[src/rtl/seq_pattern_gen.sv]
// seq_pattern_gen: serial pattern transmitter for the bit-serial input of the
// Mealy sequence detectors. It captures a pattern of up to MAX_LEN bits and
// sends it MSB-first with a valid/ready handshake. The pattern can repeat
// back-to-back or with idle gap cycles between repetitions.
//
// Ports:
//   clk        rising-edge clock
//   rst        asynchronous, active-high reset
//   start      begin a transmission (sampled only while idle)
//   pattern    pattern bits; bit [len-1] is sent first, bit [0] last
//   len        number of pattern bits, legal range 1..MAX_LEN
//   repeats    extra repetitions; total sends = repeats + 1
//   gap        idle cycles between repetitions (0 = back-to-back)
//   ready      sink accepts data_out this cycle
//   data_out   serial bit (IDLE_BIT when data_valid = 0)
//   data_valid data_out carries a pattern bit
//   sof        first bit of a repetition, qualified by data_valid
//   busy       transmission in progress (SEND or GAP)
//   done       one-cycle pulse after the final bit is accepted
//   err        one-cycle pulse when start is rejected for an illegal len
module seq_pattern_gen #(
    parameter int unsigned MAX_LEN  = 8,
    parameter int unsigned LEN_W    = 5,
    parameter int unsigned REP_W    = 4,
    parameter int unsigned GAP_W    = 4,
    parameter logic        IDLE_BIT = 1'b0
) (
    input  logic               clk,
    input  logic               rst,
    input  logic               start,
    input  logic [MAX_LEN-1:0] pattern,
    input  logic [LEN_W-1:0]   len,
    input  logic [REP_W-1:0]   repeats,
    input  logic [GAP_W-1:0]   gap,
    input  logic               ready,
    output logic               data_out,
    output logic               data_valid,
    output logic               sof,
    output logic               busy,
    output logic               done,
    output logic               err
);

    localparam int unsigned      IDX_W     = (MAX_LEN > 1) ? $clog2(MAX_LEN) : 1;
    localparam logic [LEN_W-1:0] MAX_LEN_L = LEN_W'(MAX_LEN);

    typedef enum logic [1:0] {
        S_IDLE = 2'd0,
        S_SEND = 2'd1,
        S_GAP  = 2'd2
    } state_t;

    state_t             state;
    logic [MAX_LEN-1:0] pat_q;
    logic [IDX_W-1:0]   top_idx_q;   // len-1 of the captured pattern
    logic [IDX_W-1:0]   idx;         // index of the bit currently presented
    logic [REP_W-1:0]   rep_left;    // repetitions still to send after this one
    logic [GAP_W-1:0]   gap_q;
    logic [GAP_W-1:0]   gap_cnt;     // remaining gap cycles, including the current one

    logic               len_ok;
    logic [IDX_W-1:0]   start_idx;
    logic [IDX_W-1:0]   next_idx;
    logic               xfer;

    // Request qualification and index arithmetic used by the FSM.
    assign len_ok    = (len != '0) && (len <= MAX_LEN_L);
    assign start_idx = IDX_W'(len - LEN_W'(1));
    assign next_idx  = idx - IDX_W'(1);
    assign xfer      = data_valid && ready;

    // Single registered FSM; every output is a flop.
    always_ff @(posedge clk or posedge rst) begin
        if (rst) begin
            state      <= S_IDLE;
            pat_q      <= '0;
            top_idx_q  <= '0;
            idx        <= '0;
            rep_left   <= '0;
            gap_q      <= '0;
            gap_cnt    <= '0;
            data_out   <= IDLE_BIT;
            data_valid <= 1'b0;
            sof        <= 1'b0;
            busy       <= 1'b0;
            done       <= 1'b0;
            err        <= 1'b0;
        end else begin
            done <= 1'b0;
            err  <= 1'b0;
            case (state)
                S_IDLE: begin
                    if (start) begin
                        if (len_ok) begin
                            pat_q      <= pattern;
                            top_idx_q  <= start_idx;
                            idx        <= start_idx;
                            rep_left   <= repeats;
                            gap_q      <= gap;
                            data_out   <= pattern[start_idx];
                            data_valid <= 1'b1;
                            sof        <= 1'b1;
                            busy       <= 1'b1;
                            state      <= S_SEND;
                        end else begin
                            err <= 1'b1;
                        end
                    end
                end

                S_SEND: begin
                    // Without a transfer, data_out, sof and idx simply hold.
                    if (xfer) begin
                        if (idx != '0) begin
                            idx      <= next_idx;
                            data_out <= pat_q[next_idx];
                            sof      <= 1'b0;
                        end else if (rep_left != '0) begin
                            rep_left <= rep_left - REP_W'(1);
                            if (gap_q == '0) begin
                                idx      <= top_idx_q;
                                data_out <= pat_q[top_idx_q];
                                sof      <= 1'b1;
                            end else begin
                                gap_cnt    <= gap_q;
                                data_out   <= IDLE_BIT;
                                data_valid <= 1'b0;
                                sof        <= 1'b0;
                                state      <= S_GAP;
                            end
                        end else begin
                            data_out   <= IDLE_BIT;
                            data_valid <= 1'b0;
                            sof        <= 1'b0;
                            busy       <= 1'b0;
                            done       <= 1'b1;
                            state      <= S_IDLE;
                        end
                    end
                end

                S_GAP: begin
                    // Counts idle cycles regardless of ready.
                    if (gap_cnt == GAP_W'(1)) begin
                        idx        <= top_idx_q;
                        data_out   <= pat_q[top_idx_q];
                        data_valid <= 1'b1;
                        sof        <= 1'b1;
                        state      <= S_SEND;
                    end else begin
                        gap_cnt <= gap_cnt - GAP_W'(1);
                    end
                end

                default: begin
                    data_out   <= IDLE_BIT;
                    data_valid <= 1'b0;
                    sof        <= 1'b0;
                    busy       <= 1'b0;
                    state      <= S_IDLE;
                end
            endcase
        end
    end

endmodule
[config.mk]
export PLATFORM = sky130hd
export DESIGN_NAME = seq_pattern_gen
export DESIGN_NICKNAME = d
export VERILOG_FILES = /design/src/rtl/seq_pattern_gen.sv
export SDC_FILE = /design/constraint.sdc
export NUM_CORES = 1
export LEC_CHECK = 0
export ABC_AREA = 1
export BUFFER_PORTS_ARGS = -buffer_cell sky130_fd_sc_hd__buf_4
export CORE_MARGIN = 3
export CORE_UTILIZATION = 41
export DETAILED_ROUTE_END_ITERATION = 10
export PLACE_DENSITY = 0.56
export SLEW_MARGIN = 40
export SYNTH_ARGS = -nofsm -noshare
export SYNTH_HDL_FRONTEND = slang
export SYNTH_SLANG_ARGS = --single-unit
[constraint.sdc]
create_clock -name clk -period 1.8 [get_ports clk]
set_clock_uncertainty 0.05 [all_clocks]
set_input_delay 0.18 -clock clk [delete_from_list [all_inputs] [get_ports clk]]
set_output_delay 0.18 -clock clk [all_outputs]
set_load 0.02 [all_outputs]
==> impl_results.md <==
* WP data required at 1.97 ns
* Top FF cell, synth: dfrtp_1
* Final Hold Vio Count at 0
* Worst slew pin tran at 0.585 ns
* # diodes at 0
* Overflow after GRT at 0
* Crit end category: flop
* Fin nets at 382
* Worst-case clock buffer depth at 2
* IO Count at 31
* Final Cell Area at 2720 µm²
* CTS buffer count at 5
* Crit path top cell by count: nand2_1
* Min cycle time layout at 1.65 ns
* Top Family by Delay on Critical Path: simple AND/OR/NAND/NOR gates
* Core Area at 5270 µm²
* Fmax at 606 MHz
* Setup Buffers After CTS at 0
* Vias at 1987
* RSZ-0062 raised after global routing: yes
* # DRC at 0
* Vias in the first global route at 1900
* Synthesized cell area at 2290 µm²
* Peak VDD IR at 0.000587 V
* Utilization after layout at 0.516
* WL/cell at 11.5 µm
* Die height at 80.8 µm
* Relative max-transition margin at 0.610
* Post-route clock period utilization at 0.917
* Setup violators final at 0
* Final Worst Setup Slack at 0.149 ns
* Synth Instances at 304
* Clock sinks at 34
* Starting Density at 0.435
* R2R Path Start: state[1]$_DFFE_PP0P_
* CP Buf/Inv Count at 2
* Reg2Reg Capture Point: data_out$_DFFE_PP0P_
* Worst skew pair latency at 0.28 ns
* Finished Layout Cells at 416
* Critical Path Source Type: flop
* CP Cell Sequence: inv_1 -> ha_2 -> inv_2 -> nor2_1 -> nand3_1 -> nand2_1 -> nand2_1 -> nand3_1 -> nand2_1 -> nand2_1
* Hold WC Path Type: primary input to flop
* Status: finished clean
* Die area at 6520 µm²
* Htree depth at 2
* Clk root buf: clkbuf_8
* Number of max-cap violations at 0
* Post-synth EDFFs at 0
* FILL cells at 551
* Placed cell count at 408
* Final WL at 4800 µm
* Commonest cells in the netlist: 93 x nand2_1, 40 x inv_1, 34 x dfrtp_1
* Async S/R FF share, synth at 1.00
* Max incr delay on CP at 0.40 ns
* Yosys top cell area share at 0.371
* Synth area leaders: dfrtp_1 37%, nand2_1 15%, inv_1 6.6%
* Min-Delay Startpoint: gap[2]
* First-pass GRT wire length at 8500 µm
* YS warnings at 0
* Final ANT Viol Nets at 0
* Multi-input gate area at 1230 µm²
* FF-to-FF path depth at 10
* Post-synth top area cell: dfrtp_1
* Row count at 26
* CP arrival at 1.82 ns
* Die width at 80.8 µm
* DR iter-0 viols at 77
* Unique masters post-synth at 31
* WHS Endpoint: gap_q[2]$_DFFE_PP0P_
* Final max-slew violation count at 0
* Pre-Repair DR Iteration Count at 4
* Count leader, synth: nand2_1
* #FFs+latches synth at 34
* Area growth from synthesis to layout at 18.7%
* Cell Area, Placed at 2620 µm²
* Syn nets at 340
* CP Max Fanout at 8
* Post-detail-place hpwl at 3910 µm
* Power Density at 1660 nW/µm²
* Layout cells sized above 1 at 0.251
* I/O Buffers at 30
* Hold Path Depth at 3
* Static Leak at 1.46 nW
* Post-place setup slack at 0.0383 ns
* Register area share after synthesis at 0.371
* Initial antenna violation count at 0
* Slowest cell on crit path: dfrtp_1
* R2R Setup Slk at 0.15 ns
* Register area at 851 µm²
* Clock-pin slew on the worst setup and hold paths at 0.07 ns
* Total GRT Usage at 0.165
* Pin count of the biggest net entering global routing at 28
* CP Class: flop to flop
* Total negative slack at 0 ns
* Synthesized area per cell at 7.54 µm²
* CTS tree: built
* WP depth at 10
* Vias per cell at 4.78
* Final GP Congestion at 0.840
## through the flow
stage / hold WS [ns] / total power [mW]
3_5_place_dp: 0.234 / 3.99
3_3_place_gp: 0.220 / 3.97
2_1_floorplan: 0.211 / 3.38
5_1_grt: 0.0342 / 5.01
4_1_cts: 0.0291 / 4.55
6_report: 0.0329 / 4.52
## sequential cells by signal, summed over array words and instances, names as in the netlist
signal	flops
data_valid	1
idx	3
rep_left	4
busy	1
data_out	1
state	2
top_idx_q	3
pat_q	8
gap_cnt	4
done	1
sof	1
err	1
gap_q	4
## worst max-delay path by stage
stage / start / endpoint / slack [ns]
floorplan: idx[0]$_DFFE_PP0P_ / gap_cnt[2]$_DFFE_PP0P_ / 0.22
global placement: state[1]$_DFFE_PP0P_ / gap_cnt[2]$_DFFE_PP0P_ / 0.09
detailed placement: state[1]$_DFFE_PP0P_ / gap_cnt[2]$_DFFE_PP0P_ / 0.04
CTS: state[1]$_DFFE_PP0P_ / data_out$_DFFE_PP0P_ / 0.03
global route: state[1]$_DFFE_PP0P_ / data_out$_DFFE_PP0P_ / -0.03
finish: state[1]$_DFFE_PP0P_ / data_out$_DFFE_PP0P_ / 0.15
## routing by layer
metal  vias to the layer above  share of wire  GRT usage
met5                         -              0          0
met4                         0          0.014     0.0557
met3                         7          0.049     0.0310
met2                        46           0.45      0.264
met1                       885           0.48      0.225
li1                       1049              -          -
## power breakdown
part / switching (mW) / internal [mW]
Clock: 0.279 / 0.260
Combinational: 1.52 / 1.05
Sequential: 0.289 / 1.12
## logic make-up after synthesis
family,Yosys count,share of synthesized area
and+or+nand+nor,157,0.323
DFF,34,0.371
muxes,2,0.00873
AOI/OAI and AO/OA,45,0.121
xor gates and xnor gates,5,0.0191
adders and majority gates,11,0.0600
buffers and inverters,50,0.0972
## tightest hold or removal path: stages
cell     delay (ns)
buf_4          0.08
nand2_1        0.04
nand2_1        0.04
## area by class of cell
| class | instances | area share |
|---|---|---|
| Tap cell | 70 | 0.0322 |
| Multi-Input combinational cell | 220 | 0.451 |
| Sequential cell | 34 | 0.313 |
| Clock inverter | 2 | 0.00368 |
| Timing Repair Buffer | 41 | 0.114 |
| Inverter | 44 | 0.0607 |
| Clock buffer | 5 | 0.0253 |
## layout by cell type (no fill, tap or decap), types with 2 or more instances in the layout
cell type | netlist | final
nand3_4 | 2 | 2
a21oi_1 | 6 | 6
o21ai_0 | 16 | 16
clkinv_2 | 0 | 2
mux2i_1 | 2 | 2
clkbuf_8 | 0 | 5
inv_1 | 40 | 40
buf_4 | 1 | 40
o21ai_1 | 9 | 9
o21ai_2 | 12 | 12
inv_2 | 3 | 3
ha_1 | 11 | 10
nand3_1 | 27 | 27
nand2_4 | 2 | 2
xor2_1 | 4 | 4
nor2_4 | 3 | 3
nor2_1 | 12 | 12
or2_2 | 2 | 2
nand2_1 | 93 | 93
dfrtp_1 | 34 | 34
nand2_2 | 9 | 9
## what timing repair did
item,4_1_cts,5_1_grt
endpoints found under the hold margin,12,0
resized for setup,0,3
setup endpoints to repair,0,17
hold buffers,1,0
Power figures use the tool's default switching activity.
